### config.mk
export PLATFORM = sky130hd
export DESIGN_NAME = fpm_round_norm
export DESIGN_NICKNAME = d
export VERILOG_FILES = /design/src/rtl/fpm_pkg.sv /design/src/rtl/fpm_rne_round.sv /design/src/rtl/fpm_round_norm.sv
export SDC_FILE = /design/constraint.sdc
export NUM_CORES = 1
export LEC_CHECK = 0
export CORE_ASPECT_RATIO = 0.7
export CORE_MARGIN = 2
export CORE_UTILIZATION = 30
export DETAILED_ROUTE_END_ITERATION = 8
export MAX_ROUTING_LAYER = met4
export PLACE_DENSITY = 0.57
export RECOVER_POWER = 25
export SETUP_SLACK_MARGIN = 0.15
export SYNTH_ARGS = -nofsm -noshare
export SYNTH_HDL_FRONTEND = slang
export SYNTH_SLANG_ARGS = --single-unit
### constraint.sdc
create_clock -name clk -period 8.9 [get_ports clk]
set_input_delay 0.89 -clock clk [delete_from_list [all_inputs] [get_ports clk]]
set_output_delay 0.89 -clock clk [all_outputs]
set_load 0.05 [all_outputs]
### src/rtl/fpm_pkg.sv
// Shared encodings and constants for the binary32 multiplier back end.
// Holds the operand class encoding, exponent limits, the canonical NaN and flag positions.
package fpm_pkg;

  typedef enum logic [1:0] {
    CLS_NORM = 2'd0,
    CLS_ZERO = 2'd1,
    CLS_INF  = 2'd2,
    CLS_NAN  = 2'd3
  } fpm_cls_e;

  localparam int EXP_BIAS = 127;
  localparam int EXP_MAX  = 255;

  localparam logic [31:0] QNAN = 32'h7FC0_0000;

  // Bit positions inside out_flags = {overflow, underflow, inexact}
  localparam int FLAG_OVF = 2;
  localparam int FLAG_UNF = 1;
  localparam int FLAG_INX = 0;

  // Contents of the normalise register stage
  typedef struct packed {
    logic               sign;
    fpm_cls_e           cls;
    logic signed [10:0] exp;
    logic [23:0]        sig;
    logic               guard;
    logic               sticky;
  } stage_a_t;

  function automatic logic [31:0] pack_inf(input logic sign);
    return {sign, 8'hFF, 23'h0};
  endfunction

  function automatic logic [31:0] pack_zero(input logic sign);
    return {sign, 31'h0};
  endfunction

endpackage

### src/rtl/fpm_rne_round.sv
// Combinational round-to-nearest-even on a normalised 24-bit significand.
// A carry out of the significand renormalises by one place and bumps the exponent.
module fpm_rne_round
  import fpm_pkg::*;
(
  input  logic [23:0]        sig,
  input  logic               guard,
  input  logic               sticky,
  input  logic signed [10:0] exp,
  output logic [23:0]        sig_rnd,
  output logic signed [10:0] exp_rnd,
  output logic               inexact
);

  logic        round_up;
  logic [24:0] sum;

  always_comb begin
    round_up = guard & (sticky | sig[0]);
    sum      = {1'b0, sig} + {24'd0, round_up};
    if (sum[24]) begin
      // Only an all-ones significand carries out, so the dropped bit is always zero
      sig_rnd = sum[24:1];
      exp_rnd = exp + 11'sd1;
    end else begin
      sig_rnd = sum[23:0];
      exp_rnd = exp;
    end
    inexact = guard | sticky;
  end

endmodule

### src/rtl/fpm_round_norm.sv
// Normalise-and-round output stage of the binary32 multiplier: two registered
// stages behind a fully backpressured valid/ready handshake.
module fpm_round_norm
  import fpm_pkg::*;
(
  input  logic        clk,
  input  logic        rst,
  input  logic        in_valid,
  output logic        in_ready,
  input  logic        in_sign,
  input  logic [9:0]  in_exp,
  input  logic [47:0] in_man,
  input  logic [1:0]  in_cls,
  output logic        out_valid,
  input  logic        out_ready,
  output logic [31:0] out_data,
  output logic [2:0]  out_flags
);

  // Handshake: a stage advances when it is empty or the stage after it advances.
  // Data moves on valid & ready; a stage that advances with nothing behind it goes empty.
  logic     adv_a;
  logic     adv_b;
  logic     valid_a;
  stage_a_t stage_a;
  stage_a_t norm_a;

  assign adv_b    = !out_valid | out_ready;
  assign adv_a    = !valid_a | adv_b;
  assign in_ready = adv_a;

  always_comb begin
    norm_a.sign = in_sign;
    norm_a.cls  = fpm_cls_e'(in_cls);
    if (in_man[47]) begin
      norm_a.sig    = in_man[47:24];
      norm_a.guard  = in_man[23];
      norm_a.sticky = |in_man[22:0];
      norm_a.exp    = $signed({in_exp[9], in_exp}) + 11'sd1;
    end else begin
      norm_a.sig    = in_man[46:23];
      norm_a.guard  = in_man[22];
      norm_a.sticky = |in_man[21:0];
      norm_a.exp    = $signed({in_exp[9], in_exp});
    end
  end

  always_ff @(posedge clk or negedge rst) begin
    if (!rst) begin
      valid_a <= 1'b0;
      stage_a <= '0;
    end else if (adv_a) begin
      valid_a <= in_valid;
      if (in_valid) begin
        stage_a <= norm_a;
      end
    end
  end

  logic [23:0]        sig_rnd;
  logic signed [10:0] exp_rnd;
  logic               inexact;

  fpm_rne_round u_round (
    .sig     (stage_a.sig),
    .guard   (stage_a.guard),
    .sticky  (stage_a.sticky),
    .exp     (stage_a.exp),
    .sig_rnd (sig_rnd),
    .exp_rnd (exp_rnd),
    .inexact (inexact)
  );

  logic [31:0] res_data;
  logic [2:0]  res_flags;

  always_comb begin
    res_data  = '0;
    res_flags = '0;
    case (stage_a.cls)
      CLS_ZERO: res_data = pack_zero(stage_a.sign);
      CLS_INF:  res_data = pack_inf(stage_a.sign);
      CLS_NAN:  res_data = QNAN;
      default: begin
        if (exp_rnd >= $signed(11'(EXP_MAX))) begin
          res_data            = pack_inf(stage_a.sign);
          res_flags[FLAG_OVF] = 1'b1;
          res_flags[FLAG_INX] = 1'b1;
        end else if (exp_rnd <= 11'sd0 || !sig_rnd[23]) begin
          // No subnormal output; an unnormalised product is flushed the same way
          res_data            = pack_zero(stage_a.sign);
          res_flags[FLAG_UNF] = 1'b1;
          res_flags[FLAG_INX] = 1'b1;
        end else begin
          res_data            = {stage_a.sign, exp_rnd[7:0], sig_rnd[22:0]};
          res_flags[FLAG_INX] = inexact;
        end
      end
    endcase
  end

  always_ff @(posedge clk or negedge rst) begin
    if (!rst) begin
      out_valid <= 1'b0;
      out_data  <= '0;
      out_flags <= '0;
    end else if (adv_b) begin
      out_valid <= valid_a;
      if (valid_a) begin
        out_data  <= res_data;
        out_flags <= res_flags;
      end
    end
  end

endmodule

==> results of run 1 <==
## worst max path at each step
stage / startpoint / endpoint / slack (ps) / depth (start not counted)
after global placement: stage_a[0]$_DFFE_PN0P_ / out_data[3]$_DFFE_PN0P_ / 5070 / 10
final: rst / stage_a[26]$_DFFE_PN0P_ / 4720 / 1
after detailed placement: stage_a[0]$_DFFE_PN0P_ / out_data[3]$_DFFE_PN0P_ / 4960 / 10
after global routing: rst / stage_a[30]$_DFFE_PN0P_ / 3760 / 1
after floorplan: stage_a[0]$_DFFE_PN0P_ / out_data[11]$_DFFE_PN0P_ / 6050 / 11
after CTS: stage_a[2]$_DFFE_PN0P_ / out_data[3]$_DFFE_PN0P_ / 4930 / 10
## cells by family after synthesis
| group | Yosys count | share of synthesized area [%] |
|---|---|---|
| DFF | 77 | 43.4 |
| and+or+nand+nor | 198 | 22.3 |
| xor gates and xnor gates | 39 | 7.86 |
| AOI/OAI and AO/OA | 94 | 14.4 |
| adders and majority gates | 4 | 1.13 |
| buffers and inverters | 34 | 3.18 |
| muxes | 34 | 7.77 |
## final cells by class
| class | count | area, um2 |
|---|---|---|
| multi-input combinational | 369 | 2380 |
| sequential | 77 | 1930 |
| tap | 195 | 244 |
| fill | 1452 | 8680 |
| inverter | 6 | 22.5 |
| clock inverter | 4 | 70.1 |
| timing repair buffer | 102 | 1010 |
| clock buffer | 12 | 256 |
## routing by layer
metal | part of all wire (%) | wire length [um] | global-route usage [%]
met1 | 55 | 6420 | 25.0
met2 | 37 | 4280 | 19.8
met3 | 7.2 | 838 | 3.59
met4 | 1.0 | 121 | 4.69
met5 | 0 | 0 | -
## metrics by stage
step           instance area (um2)  setup slack [ps]  instances
6_report                      5900              4720        765
5_1_grt                       5900              3760        765
4_1_cts                       5910              4930        765
3_5_place_dp                  5580              4960        749
3_3_place_gp                  5580              5070        749
2_1_floorplan                 4440              6050        480
## worst register-to-register path, delay by kind of cell (launching register included)
family	cells	cell delay, ps
DFF	1	370
AOI/OAI and AO/OA	3	860
muxes	1	440
adders and majority gates	2	390
and+or+nand+nor	4	1800
## registers in the layout, summed over array words and instances, names as in the netlist
register and flops:
stage_a 40, out_flags 3, valid_a 1, out_data 32, out_valid 1
## placed cells by master, fill, tap and decap left out, drive strengths merged, types with 2 or more instances in the layout
master,instances
clkdlybuf4s50,98
nand2,92
dfrtp,77
o21ai,56
mux2i,30
nor2,23
xor2,21
xnor2,18
nand4,18
nor3,17
nand3,13
clkbuf,13
o31ai,10
o32a,8
nor4,8
inv,6
and2,5
a21oi,5
and4,4
mux2,4
nand2b,4
ha,4
and3,3
or2,3
nand3b,2
nor2b,2
or3,2
a21boi,2
a211oi,2
o211ai,2
clkinv,2
bufinv,2
a41oi,2
buf,2
## power breakdown
group	leakage (uW)	switching, uW	internal [uW]
sequential	0.000963	60.4	393
clock	0.000163	139	260
combinational	0.00125	154	111
==> key figures, run 1 <==
Run status
  • Status: finished, violations left
  • Failing checks: capacitance limit, slew limit

Worst setup path
  • CP Class: in2async
  • Worst Path Required: approximately 8400 ps
  • Reg2Reg Depth: 10
  • Worst setup SP type: input pin
  • Critical path cell sequence: clkbuf_1
  • Worst setup EP type: async pin
  • Family with the most delay on the worst path: buffers and inverters
  • Worst R2R Setup Slack: between 4000 and 5000 ps
  • Critical Path AT: about 3700 ps
  • R2R Path End: out_data[15]$_DFFE_PN0P_
  • Slowest-stage cell, CP: clkbuf_1
  • Reg-to-reg startpoint: stage_a[1]$_DFFE_PN0P_
  • CP max stage delay: 2770 ps
  • CP bufs+invs: 1
  • Crit path max fanout: 77

Die
  • Die area: approximately 16000 um2
  • IO Count: slightly above 100
  • Die Span X: roughly 150 um
  • Initial core utilization: 30.5%
  • Row count: 37
  • Core ar.: 14600 um2
  • Die Y: 106 um

Global routing
  • Vias in the first global route: between 3000 and 4000
  • Total Routing Usage GR: 16.0%
  • Largest net degree at the start of global routing: slightly below 80
  • Initial antenna violation count: 0
  • Total congestion overflow: 0
  • First-pass GRT wire length: between 15000 and 20000 um

Synth
  • Synth unique cells: 52
  • Top_reg_cell synth: dfrtp_1
  • Most numerous cell in the Yosys netlist: nand2_1
  • Net count after synthesis: between 500 and 600
  • Synth Area per Inst: about 9 um2
  • Asr flop ratio synth: 100%
  • Post-synth top area cell: dfrtp_1
  • Most frequent cells after synthesis: nand2_1, dfrtp_1, o21ai_0
  • Synth Warn #: 0
  • Yosys reg bits: 77
  • Seq/Total Area, Yosys: a little over two fifths
  • Cells after Synth: 480
  • Post-Syn Area: 4440 um2
  • Area share of the largest cell type after synthesis: a little over two fifths
  • EDFF count, synth: 0
  • Synth area leaders: dfrtp_1, nand2_1, mux2i_1, o21ai_0, xor2_1

Routing
  • Drt pass-1 iters: 5
  • Drt drc: 0
  • Vias per inst: 4.89
  • Initial DRC count: roughly 240
  • Wirelength per Cell: roughly 15 um
  • Vias: roughly 3700
  • Routed Antenna Nets: 0
  • Total length of routed wires: 11700 um

Place
  • Post-DP HPWL: just under 9000 um
  • I/O Buffers: 101
  • GP Congestion: around 0.8

Timing
  • Hold slack: just under 500 ps
  • Actual slew at the worst max-slew pin: around 4000 ps
  • Slew HR: -167%
  • Setup-failing EPs final: 0
  • Fin. Hold Viols: 0
  • Clk_skew: between 7 and 8 ps
  • RSZ-0062 raised after global routing: false
  • Final Critical Period: about 4200 ps
  • Slew Limit Fails: 78
  • Setup TNS: 0 ps
  • Fmax: roughly 0.24 GHz
  • Fin crit share: between 40 and 50%

Clocking
  • CTS tree: yes
  • CTS Root Cell: clkbuf_16
  • Htree depth: 3
  • Worst-Skew Late Latency: 350 ps
  • Clk slew on worst S/H paths: 60 ps
  • PostCTS Resize Cnt: 0
  • Clock Tree Buf Depth: 2
  • CTS Buf Count: 9
  • Clk sinks: 77
  • Hold-fix buffers, CTS: 0
  • Post-CTS Setup Inserts: 0

Cells and area
  • Area Growth Syn to Fin: 32.9%
  • Share of post-route cells with drive strength above 1: 7.02%
  • Antenna Cells: 0
  • Fin util: 40.5%
  • Fin nets: 634

Worst hold path
  • Hold Path Origin: out_data[14]$_DFFE_PN0P_
  • Hold Path Class: reg2reg
  • Hold Path Stages: 2
  • Hold endpoint: out_data[14]$_DFFE_PN0P_

Power
  • Leak Pwr: around 0.0024 uW
  • VDD IR max: 0.0000811 V
  • PwrDens: between 150 and 200 nW/um2
  • Final Total Pwr: between 1000 and 1500 uW

Job
  • Max-cap viol count: 1
Power figures use the tool's default switching activity.
==> run 2: changes to the inputs <==
PLACE_DENSITY = 0.59   (was 0.57)
clock period = 3.4 ns   (was 8.9 ns; I/O delays follow)
==> key figures, run 2 (synthesized netlist as in run 1, its figures left out) <==
Routing
  • Wirelength per Cell: around 15 um
  • Drt pass-1 iters: 4
  • Routed Antenna Nets: 0
  • Vias: between 3000 and 4000
  • Initial DRC count: about 260
  • Total length of routed wires: ~11000 um
  • Vias per inst: slightly below 5
  • Drt drc: 0

Place
  • Post-DP HPWL: 9010 um
  • GP Congestion: 0.864
  • I/O Buffers: between 100 and 150
  • Placed cell areas: between 5000 and 6000 um2

Clocking
  • Post-CTS Setup Inserts: 0
  • Worst-Skew Late Latency: 330 ps
  • CTS Buf Count: 9
  • Clock Tree Buf Depth: 2
  • Clk sinks: 77
  • Clk slew on worst S/H paths: about 60 ps
  • CTS Root Cell: clkbuf_16
  • Htree depth: 3
  • CTS tree: yes

Worst setup path
  • CP bufs+invs: 1
  • CP max stage delay: around 370 ps
  • Worst setup SP type: flip-flop
  • Family with the most delay on the worst path: simple AND/OR/NAND/NOR gates
  • Worst setup EP type: flip-flop
  • Critical Path AT: about 3200 ps
  • Worst Path Required: approximately 3600 ps
  • CP Class: reg2reg
  • Slowest-stage cell, CP: mux2_2
  • Critical path cell sequence: o21a_1 -> ha_1 -> ha_1 -> nand3_2 -> nor4_4 -> and2_2 -> mux2_2 -> a41oi_4 -> nand4_2 -> buf_4 -> o31ai_1
  • Crit-path most repeated cell: ha_1
  • Crit path max fanout: 22

Cells and area
  • Post-route cell area: approximately 6000 um2
  • Fin nets: between 600 and 700
  • Max reg flops: 40
  • Antenna Cells: 0
  • Commonest non-fill, non-tap cell in the layout: clkdlybuf4s50_1
  • Area Growth Syn to Fin: 34.6%
  • Fin util: about two fifths
  • Share of post-route cells with drive strength above 1: under 10%
  • Largest regs: stage_a: 40 flops, out_data: 32 flops, out_flags: 3 flops
  • Commonest non-fill, non-tap cells in the layout: clkdlybuf4s50_1, nand2_1, dfrtp_1
  • Top reg by flops: stage_a

Job
  • Max-cap viol count: 1

Worst hold path
  • Hold Path Class: reg2reg

Timing
  • Fin crit share: 87.9%
  • Setup-failing EPs final: 0
  • RSZ-0062 raised after global routing: false
  • Actual slew at the worst max-slew pin: around 1900 ps
  • Slew Limit Fails: slightly below 80
  • Fmax: around 0.33 GHz
  • Setup TNS: 0 ps
  • Clk_skew: about 4.2 ps
  • Fin. Hold Viols: 0
  • Final Critical Period: 2990 ps
  • Slew HR: -26.2%

Power
  • PwrDens: 496 nW/um2
  • Final Total Pwr: around 3000 uW
  • VDD IR max: between 0.0002 and 0.00025 V
  • Leak Pwr: 0.00242 uW

Die
  • Initial core utilization: between 30 and 40%
  • Die area: 15800 um2
  • Die Y: approximately 110 um
  • Die Span X: roughly 150 um
  • Core ar.: about 15000 um2
  • IO Count: between 100 and 150
  • Row count: 37

Global routing
  • First-pass GRT wire length: roughly 19000 um
  • Vias in the first global route: ~3600
  • Total Routing Usage GR: between 15 and 20%
  • Total congestion overflow: 0
  • Largest net degree at the start of global routing: between 70 and 80
  • Initial antenna violation count: 0

Run status
  • Status: finished, violations left
  • Failing checks: capacitance limit, slew limit
-- run 2: changes by cell type in the layout (fill, tap and decap cells not counted), sizes merged --
cell / previous run / this run
clkbuf: 13 / 11
bufinv: 2 / 3
clkinvlp: 0 / 1
buf: 2 / 10
-- run 2: final timing paths --
path | from | endpoint | slack [ps] | cells past startpoint
worst max register to register | stage_a[0]$_DFFE_PN0P_ | out_data[3]$_DFFE_PN0P_ | 410 | 11
worst max-delay path | stage_a[0]$_DFFE_PN0P_ | out_data[3]$_DFFE_PN0P_ | 410 | 11
worst min register to register | out_data[20]$_DFFE_PN0P_ | out_data[20]$_DFFE_PN0P_ | 480 | 2
worst min-delay path | out_data[20]$_DFFE_PN0P_ | out_data[20]$_DFFE_PN0P_ | 480 | 2
max in group asynchronous | rst | stage_a[27]$_DFFE_PN0P_ | 1750 | 1
min in group asynchronous | rst | out_data[15]$_DFFE_PN0P_ | 530 | 1
-- run 2: worst min-delay path, cell delays in order, from the launching register on --
cell and delay, ps:
dfrtp_1 340, nand2_1 50, o21ai_0 60
-- run 2: final cells by class --
cell class	count	area (um2)
clock inverter	6	111
inverter	6	22.5
timing repair buffer	110	1070
clock buffer	10	229
sequential	77	1930
fill	1427	8600
multi-input combinational	369	2380
tap	195	244
-- run 2: per-stage QoR --
stage | worst slack (ps) | hold WS (ps) | instances
after floorplan | 554 | 44.4 | 480
after global placement | 469 | 469 | 757
after detailed placement | 361 | 465 | 757
after CTS | 349 | 201 | 773
after global routing | 180 | 518 | 773
final | 412 | 482 | 773
-- run 2: routing by layer --
metal  share of wire (%)  GRT usage [%]  routed length, um  vias to the layer above
met3                 7.0           3.51                801                       10
met1                  54           23.7               6160                     1725
li1                    -              -                  -                     1891
met5                   0              -                  0                        -
met4                 1.0           3.95                119                        0
met2                  38           20.0               4390                      120
-- run 2: what timing repair did --
action / CTS / global route
setup endpoints to repair: 0 / 2
hold buffers: 0 / 0
gates resized for setup: 0 / 1
-- run 2: power breakdown --
group	switching, uW	internal [uW]	leakage (uW)
clock	367	717	0.000163
combinational	401	292	0.00129
sequential	160	1030	0.000963
==> run 3: changes to the inputs <==
CTS_CLUSTER_SIZE = 30   (was not set)
SKIP_LAST_GASP = 1   (was not set)
==> results of run 3 <==
Final layout, timing and power as in run 2 (identical DEF).
